[src/rtl/core_sequencer.sv]
// Multi-cycle control FSM for the single-issue RV32 core: fetch/decode/exec/mem/wb sequencing,
// PC advance, retired-instruction count and a sticky memory-handshake timeout fault.
module core_sequencer #(
  parameter int unsigned           PC_WIDTH    = 32,
  parameter logic [PC_WIDTH-1:0]   RESET_PC    = '0,
  parameter int unsigned           MEM_TIMEOUT = 16,
  parameter int unsigned           CNT_WIDTH   = 32
) (
  input  logic                 clk,
  input  logic                 rst,
  input  logic                 run,
  output logic                 imem_req,
  output logic [PC_WIDTH-1:0]  imem_addr,
  input  logic                 imem_ack,
  output logic                 ir_load,
  input  logic [6:0]           opcode,
  input  logic                 dec_reg_write,
  input  logic                 dec_mem_write,
  input  logic                 dec_mem_to_reg,
  output logic                 dmem_req,
  output logic                 dmem_we,
  input  logic                 dmem_ack,
  output logic                 rf_we,
  output logic                 wb_sel,
  output logic [PC_WIDTH-1:0]  pc,
  output logic [CNT_WIDTH-1:0] instret,
  output logic                 illegal,
  output logic                 fault
);

  localparam logic [2:0] S_IDLE   = 3'd0;
  localparam logic [2:0] S_FETCH  = 3'd1;
  localparam logic [2:0] S_DECODE = 3'd2;
  localparam logic [2:0] S_EXEC   = 3'd3;
  localparam logic [2:0] S_MEM    = 3'd4;
  localparam logic [2:0] S_WB     = 3'd5;
  localparam logic [2:0] S_FAULT  = 3'd6;

  localparam int unsigned      WCW       = $clog2(MEM_TIMEOUT);
  localparam logic [WCW-1:0]   WAIT_LAST = WCW'(MEM_TIMEOUT - 1);

  logic [2:0]           state, state_d;
  logic [PC_WIDTH-1:0]  pc_d;
  logic [CNT_WIDTH-1:0] instret_d;
  logic                 fault_d;
  logic [WCW-1:0]       wait_cnt, wait_d;
  logic                 supported;
  logic [PC_WIDTH-1:0]  pc_next;
  logic [CNT_WIDTH-1:0] instret_next;

  assign supported    = (opcode == 7'b0110011) || (opcode == 7'b0000011) ||
                        (opcode == 7'b0010011) || (opcode == 7'b0100011);
  assign pc_next      = pc + PC_WIDTH'(4);
  assign instret_next = instret + CNT_WIDTH'(1);
  assign imem_addr    = pc;

  // Strobes depend only on the registered state, so an async reset drops them at once.
  always_comb begin
    imem_req = (state == S_FETCH);
    ir_load  = (state == S_FETCH) && imem_ack;
    illegal  = (state == S_DECODE) && !supported;
    dmem_req = (state == S_MEM);
    dmem_we  = (state == S_MEM) && dec_mem_write;
    rf_we    = (state == S_WB) && dec_reg_write;
    wb_sel   = (state == S_WB) && dec_mem_to_reg;
  end

  always_comb begin
    state_d   = state;
    pc_d      = pc;
    instret_d = instret;
    fault_d   = fault;
    wait_d    = wait_cnt;
    case (state)
      S_IDLE: begin
        if (run) begin
          state_d = S_FETCH;
          wait_d  = '0;
        end
      end
      S_FETCH: begin
        // An ack in the terminal wait cycle is checked first, so it wins over the timeout.
        if (imem_ack) begin
          state_d = S_DECODE;
        end else if (wait_cnt == WAIT_LAST) begin
          state_d = S_FAULT;
          fault_d = 1'b1;
        end else begin
          wait_d = wait_cnt + WCW'(1);
        end
      end
      S_DECODE: begin
        if (supported) begin
          state_d = S_EXEC;
        end else begin
          state_d = S_IDLE;
          pc_d    = pc_next;
        end
      end
      S_EXEC: begin
        if (dec_mem_write || dec_mem_to_reg) begin
          state_d = S_MEM;
          wait_d  = '0;
        end else begin
          state_d = S_WB;
        end
      end
      S_MEM: begin
        if (dmem_ack) begin
          if (dec_mem_write) begin
            state_d   = S_IDLE;
            pc_d      = pc_next;
            instret_d = instret_next;
          end else begin
            state_d = S_WB;
          end
        end else if (wait_cnt == WAIT_LAST) begin
          state_d = S_FAULT;
          fault_d = 1'b1;
        end else begin
          wait_d = wait_cnt + WCW'(1);
        end
      end
      S_WB: begin
        state_d   = S_IDLE;
        pc_d      = pc_next;
        instret_d = instret_next;
      end
      S_FAULT: state_d = S_FAULT;
      default: state_d = S_IDLE;
    endcase
  end

  always_ff @(posedge clk or posedge rst) begin
    if (rst) begin
      state    <= S_IDLE;
      pc       <= RESET_PC;
      instret  <= '0;
      fault    <= 1'b0;
      wait_cnt <= '0;
    end else begin
      state    <= state_d;
      pc       <= pc_d;
      instret  <= instret_d;
      fault    <= fault_d;
      wait_cnt <= wait_d;
    end
  end

endmodule

[config.mk]
export PLATFORM = sky130hd
export DESIGN_NAME = core_sequencer
export DESIGN_NICKNAME = d
export VERILOG_FILES = /design/src/rtl/core_sequencer.sv
export SDC_FILE = /design/constraint.sdc
export NUM_CORES = 1
export LEC_CHECK = 0
export BUFFER_PORTS_ARGS = -buffer_cell sky130_fd_sc_hd__buf_2
export CORE_MARGIN = 2
export CORE_UTILIZATION = 55
export CTS_CLUSTER_DIAMETER = 200
export DETAILED_ROUTE_END_ITERATION = 8
export PLACE_DENSITY = 0.86
export SETUP_SLACK_MARGIN = 0.2
export SYNTH_ARGS = -nofsm -noshare
export SYNTH_HDL_FRONTEND = slang
export SYNTH_SLANG_ARGS = --single-unit
[constraint.sdc]
create_clock -name clk -period 4.25 [get_ports clk]
set_input_delay 0.6375 -clock clk [delete_from_list [all_inputs] [get_ports clk]]
set_output_delay 0.6375 -clock clk [all_outputs]
set_load 0.03 [all_outputs]
* After elaboration in Yosys (flattened, before gate mapping)
Index checks and enable logic that the tools add are counted.
** Word-level totals
- Register bits :: 72
- Input bits :: 15
- Word-level logic and storage cells :: 70
** Cells by class
- Add/subtract/negate cells :: 3
- Eq/ne operators :: 18
- Mux-type cells :: 25
- Reduce and logical (&&, ||, !) cells :: 19
** Operators by type and width (number)
- $mux 32 :: 5
- $pmux 32 s3 :: 1
- $pmux 32 s2 :: 1
- $add 32x1->32 const B :: 1
- $add 32x3->32 const B :: 1
- $mux 4 :: 5
- $pmux 3 s6 :: 1
- $pmux 4 s4 :: 1
- $mux 3 :: 5
- $eq 7x6->1 const B :: 2
- $ne 2x2->1 const B :: 6
- $eq 3x3->1 const B :: 3
- $eq 7x2->1 const B :: 1
- $eq 7x5->1 const B :: 1
- $eq 3x2->1 const B :: 2
- $reduce_and 3->1 :: 2
- $logic_and 1x1->1 :: 5
- $reduce_and 5->1 :: 1
- $add 4x1->4 const B :: 1
- $eq 4x4->1 const B :: 1
- $logic_or 1x1->1 :: 4
- $mux 1 :: 4
- $reduce_and 4->1 :: 1
- $reduce_bool 2->1 :: 2
- 8 further kinds :: 8

* Longest topological paths before layout
- Word-level depth :: 6
- Mapped depth :: 6
- Gate-level depth less buffers :: 6

* Worst setup path before layout
Ideal clock, no wire load.
- Path kind :: input-to-reg
- Start :: input imem_ack
- End :: register wait_cnt[3]
- Library setup time :: 0.122 ns
- Arrival time :: 2.436 ns
- Setup slack :: 1.693 ns
- Stages :: 4
- Buffers on the path :: 0
- Cells stage by stage :: nor4bb_1 -> a41oi_1 -> and4bb_2 -> a32o_1
** Between the ends
- Word-level cells in the longest chain between the ends :: 2
** RTL lines
- start: declaration :: RTL line 14 : input logic imem_ack,
- $ne 2x2->1 (no source line)
- $reduce_and 5->1 (no source line)
- end signal: assignment :: RTL line 146 : wait_cnt <= wait_d;
- end: declaration :: RTL line 46 : logic [WCW-1:0] wait_cnt, wait_d;
Every way passes these cells.
A chain may end at the register's enable or synchronous reset.

* Final worst setup path
- Start :: register state[1]
- End :: register instret[23]
** Between the ends
- Word-level cells in the longest chain between the ends :: 3
- Elaborated cells between the ends (all ways) :: 7
** RTL lines
- start: declaration :: RTL line 42 : logic [2:0] state, state_d;
- start signal: assignment :: RTL line 142 : state <= state_d;
- $eq 3x3->1 :: RTL line 74 : case (state)
- $ne 2x1->1 (no source line) (tied with other cells)
- $reduce_and 3->1 (no source line)
- end signal: assignment :: RTL line 144 : instret <= instret_d;
- end: declaration :: RTL line 26 : output logic [CNT_WIDTH-1:0] instret,
Several ways; a longest one is shown, not always the timed one.

==> results by stage <==
Status:
- The run finished with clean final reports.

Routing:
- In the detailed route, the total length drawn on met3 is ~400 um.
- The number of remaining DRC errors is 0.
- For this block, wires on met1 add up to 3220 um.
- Once detail routing completed, the nets flagged for antenna violations numbered 0.
- The post-detailed-routing wire length is 7450 um.
- Detailed routing inserted a total of ~2800 vias.
- After detailed routing, the average wire length per cell comes to roughly 14 um.
- For this block, the initial DRC count from the detailed router was around 100.
- Routed signal wires occupy layers up through met4.
- For this run, the detailed router's first-pass iteration total came to 4.
- In the detailed route, the total length drawn on met2 is 3750 um.
- The mean number of vias per cell is 5.41.

Power:
- Of the total power, the share spent switching nets is 0.357.
- The largest vdd supply drop is 0.502 mV.
- The power density relative to cell area is around 500 nW/um^2.
- The share of total power dissipated in the clock network is 0.323.
- In this run the power spent charging and discharging nets is 0.769 mW.
- Of the total power, combinational logic draws 0.284.
- The internal power is approximately 1.4 mW.
- The analysis attributes to cell leakage a power of around 2.3 nW.
- The share of total power dissipated in sequential elements is 0.394.
- The design draws between 2 and 2.5 mW.

Clock tree:
- The count of cells resized by post-cts repair is 0.
- The number of buffers on the longest clock path is 2.
- The clock reaches the later pin of the worst-skew pair after 0.33 ns.
- After clock tree synthesis, the clock-pin slew on the worst setup and hold paths is 0.07 ns.
- The clock net sink count is 70.
- The post-CTS setup repair buffer count is 0.
- After clock tree synthesis, the flow added hold-fix buffers numbering 0.
- The clock root buffer master is sky130_fd_sc_hd__clkbuf_8.
- The TritonCTS clock tree is yes.
- In this run the number of H-tree levels came out at 3.
- The number of clock buffers added by TritonCTS is 9.

Synthesis:
- For this run, the number of Yosys warnings is 0.
- The post-synthesis average cell area is between 10 and 15 um^2.
- The number of cells produced by synthesis is ~350.
- Counting flops with an async set or reset pin after synthesis yields a share of 1.00.
- Counting flops and latches in the post-synthesis netlist gives 70.
- The post-synthesis instance area is between 3000 and 4000 um^2.
- The sequential cell area fraction in the yosys report is 0.483.
- The most used flip-flop cell after synthesis is sky130_fd_sc_hd__dfrtp_1.
- In this run, synthesis inferred 0 flip-flops with an integrated enable.
- After synthesis, the netlist uses 47 different library cells.

Timing:
- The slew at the pin closest to its max-slew limit is ~0.9 ns.
- Timing would allow up to around 0.42 GHz.
- Between clock sinks in the finished design, the worst skew comes to around 0.0089 ns.
- The hold violation total from the final report is 0.
- The normalized max-slew margin is 0.410.
- The count of pins over their slew limit is 0.
- The final total negative setup slack is 0 ns.
- Setup repair after global routing left no endpoint under its margin.
- The time the worst path needs with I/O delays and setup is roughly 2.4 ns.
- The post-route fraction of the period consumed by the critical path is 0.562.
- Setup violations remaining at the end of the flow were counted as 0.

Worst setup path:
- The data required time at the worst endpoint is ~4.5 ns.
- STA puts the critical path data arrival time at 2.61 ns.
- The kind of capture point of the worst setup path is a register.
- The worst setup path is launched from a register.
- The critical path in this run is classified as reg -> reg.
- The largest fanout on the critical path is 15.

Placement:
- The port buffer count is 112.
- The placed wire-length estimate after detailed placement is roughly 5400 um.
- At the end of routability-driven placement, the weighted congestion stood at about 0.83.

Finish:
- The antenna diode instance count is 0.
- Leaving out fill and tap cells, the most frequent cell in the layout is sky130_fd_sc_hd__buf_2.
- The fraction of final layout cells with drive strength greater than 1 is 0.315.
- The filler cell count in the final layout is 518.
- The post-synthesis to final-layout area growth is 18.0%.
- The net count of the finished layout is 460.
- The library cells used most frequently in the layout, excluding fill and tap cells, are 112 x sky130_fd_sc_hd__buf_2, 70 x sky130_fd_sc_hd__dfrtp_1, 34 x sky130_fd_sc_hd__xnor2_1, 30 x sky130_fd_sc_hd__nand2_1, 30 x sky130_fd_sc_hd__nor2_1.

Floorplanning:
- The floorplan has 29 rows.
- The total die area is 7270 um^2.
- The boundary pin count is about 120.
- Measured along the y axis, the die boundary spans around 85 um.
- The area of the core is 6350 um^2.
- The width of the chip is around 85 um.
- The initial utilization of the core area, before any placement, comes to 0.572.

Global routing:
- The total global routing track utilization is 0.209.
- The pin count of the biggest net entering global routing is between 40 and 50.
- The number of global-route vias before repair was approximately 2600.
- The first global-routing pass estimated 12300 um of wire.
- The initial antenna violation count came to 0.
- The remaining global-route overflow is 0.

Job:
- The tool flagged a number of max-cap violations equal to 0.

Hold path:
- The worst hold path belongs to the class reg -> reg.
-- worst max-delay path, cell delays in order (launching register included) --
cell	delay [ns]
sky130_fd_sc_hd__dfrtp_1	0.52
sky130_fd_sc_hd__nand2b_1	0.28
sky130_fd_sc_hd__nor3_1	0.71
sky130_fd_sc_hd__and4_1	0.46
sky130_fd_sc_hd__nand3_1	0.15
sky130_fd_sc_hd__xnor2_1	0.15
-- through the flow --
| step | instance area, um^2 | utilization | worst slack [ns] | hold slack [ns] | cells |
|---|---|---|---|---|---|
| 3_3_place_gp | 4020 | 0.633 | 1.78 | 0.446 | 508 |
| 5_1_grt | 4280 | 0.675 | 1.64 | 0.480 | 524 |
| 4_1_cts | 4280 | 0.675 | 1.82 | 0.473 | 524 |
| 3_5_place_dp | 4020 | 0.633 | 1.70 | 0.462 | 508 |
| 6_report | 4280 | 0.675 | 1.86 | 0.465 | 524 |
| 2_1_floorplan | 3640 | - | 1.69 | 0.478 | 357 |
-- worst paths after layout --
path,startpoint,end,slack (ns),cells past startpoint
max,state[1]$_DFFE_PP0N_,instret[23]$_DFFE_PP0P_,1.86,5
min,instret[31]$_DFFE_PP0P_,instret[31]$_DFFE_PP0P_,0.47,1
max reg2reg,state[1]$_DFFE_PP0N_,instret[23]$_DFFE_PP0P_,1.86,5
min reg2reg,instret[31]$_DFFE_PP0P_,instret[31]$_DFFE_PP0P_,0.47,1
max in group asynchronous,rst,instret[1]$_DFFE_PP0P_,2.88,3
min in group asynchronous,rst,imem_addr[19]$_DFFE_PP0P_,0.49,2
-- flip-flops by register name, summed over array words and instances (netlist names) --
name / flops
instret: 32
state: 3
wait_cnt: 4
imem_addr: 30
fault: 1
-- Yosys cell counts (3+ instances only) --
master                     number  share of area
sky130_fd_sc_hd__xnor2_1       34          0.082
sky130_fd_sc_hd__nand2_1       30          0.031
sky130_fd_sc_hd__nand4_1       11          0.019
sky130_fd_sc_hd__nor3_1         4         0.0055
sky130_fd_sc_hd__buf_4         34          0.070
sky130_fd_sc_hd__and4_1         7          0.017
sky130_fd_sc_hd__xor2_1        26          0.063
sky130_fd_sc_hd__nor3_2         4          0.011
sky130_fd_sc_hd__a21oi_1        4         0.0055
sky130_fd_sc_hd__ha_1           3          0.010
sky130_fd_sc_hd__and2_1         4         0.0069
sky130_fd_sc_hd__and3_1         8          0.014
sky130_fd_sc_hd__nor3b_1        3         0.0062
sky130_fd_sc_hd__inv_1         12          0.012
sky130_fd_sc_hd__o21ai_0        5         0.0069
sky130_fd_sc_hd__dfrtp_1       70           0.48
sky130_fd_sc_hd__nor2_1        30          0.031
sky130_fd_sc_hd__nand3_1       23          0.032
sky130_fd_sc_hd__nand2b_1       7          0.012
-- power by group through the flow --
stage	clock network, mW	logic, mW	registers [mW]
finish	0.695	0.612	0.848
CTS	0.708	0.617	0.848
global route	0.741	0.671	0.865
detailed placement	0	0.615	0.859
global placement	0	0.599	0.853
floorplan	0	0.417	0.921
-- cell families after synthesis --
logic type	Yosys count	synth area share
AND/OR/NAND/NOR	145	0.223
flip-flops	70	0.483
XOR/XNOR	60	0.145
buffers and inverters	51	0.0903
AO/OA/AOI/OAI	21	0.0393
adder cells (fa/ha/maj)	3	0.0103
multiplexers	3	0.00896
other	1	0.00103
-- metal layers --
metal / vias up / track usage
met5: - / 0
met4: 0 / 0.0707
met3: 10 / 0.0370
met2: 95 / 0.355
met1: 1387 / 0.272
li1: 1345 / -
-- cell type report --
| cell class | instances | area [um^2] | share of cell area |
|---|---|---|---|
| multi-input combinational | 236 | 1560 | 0.364 |
| tap | 77 | 96.3 | 0.0225 |
| inverter | 12 | 45.0 | 0.0105 |
| timing repair buffer | 113 | 568 | 0.133 |
| clock inverter | 6 | 134 | 0.0312 |
| clock buffer | 10 | 128 | 0.0298 |
| sequential | 70 | 1750 | 0.409 |
(Power assumes the default switching activity.)
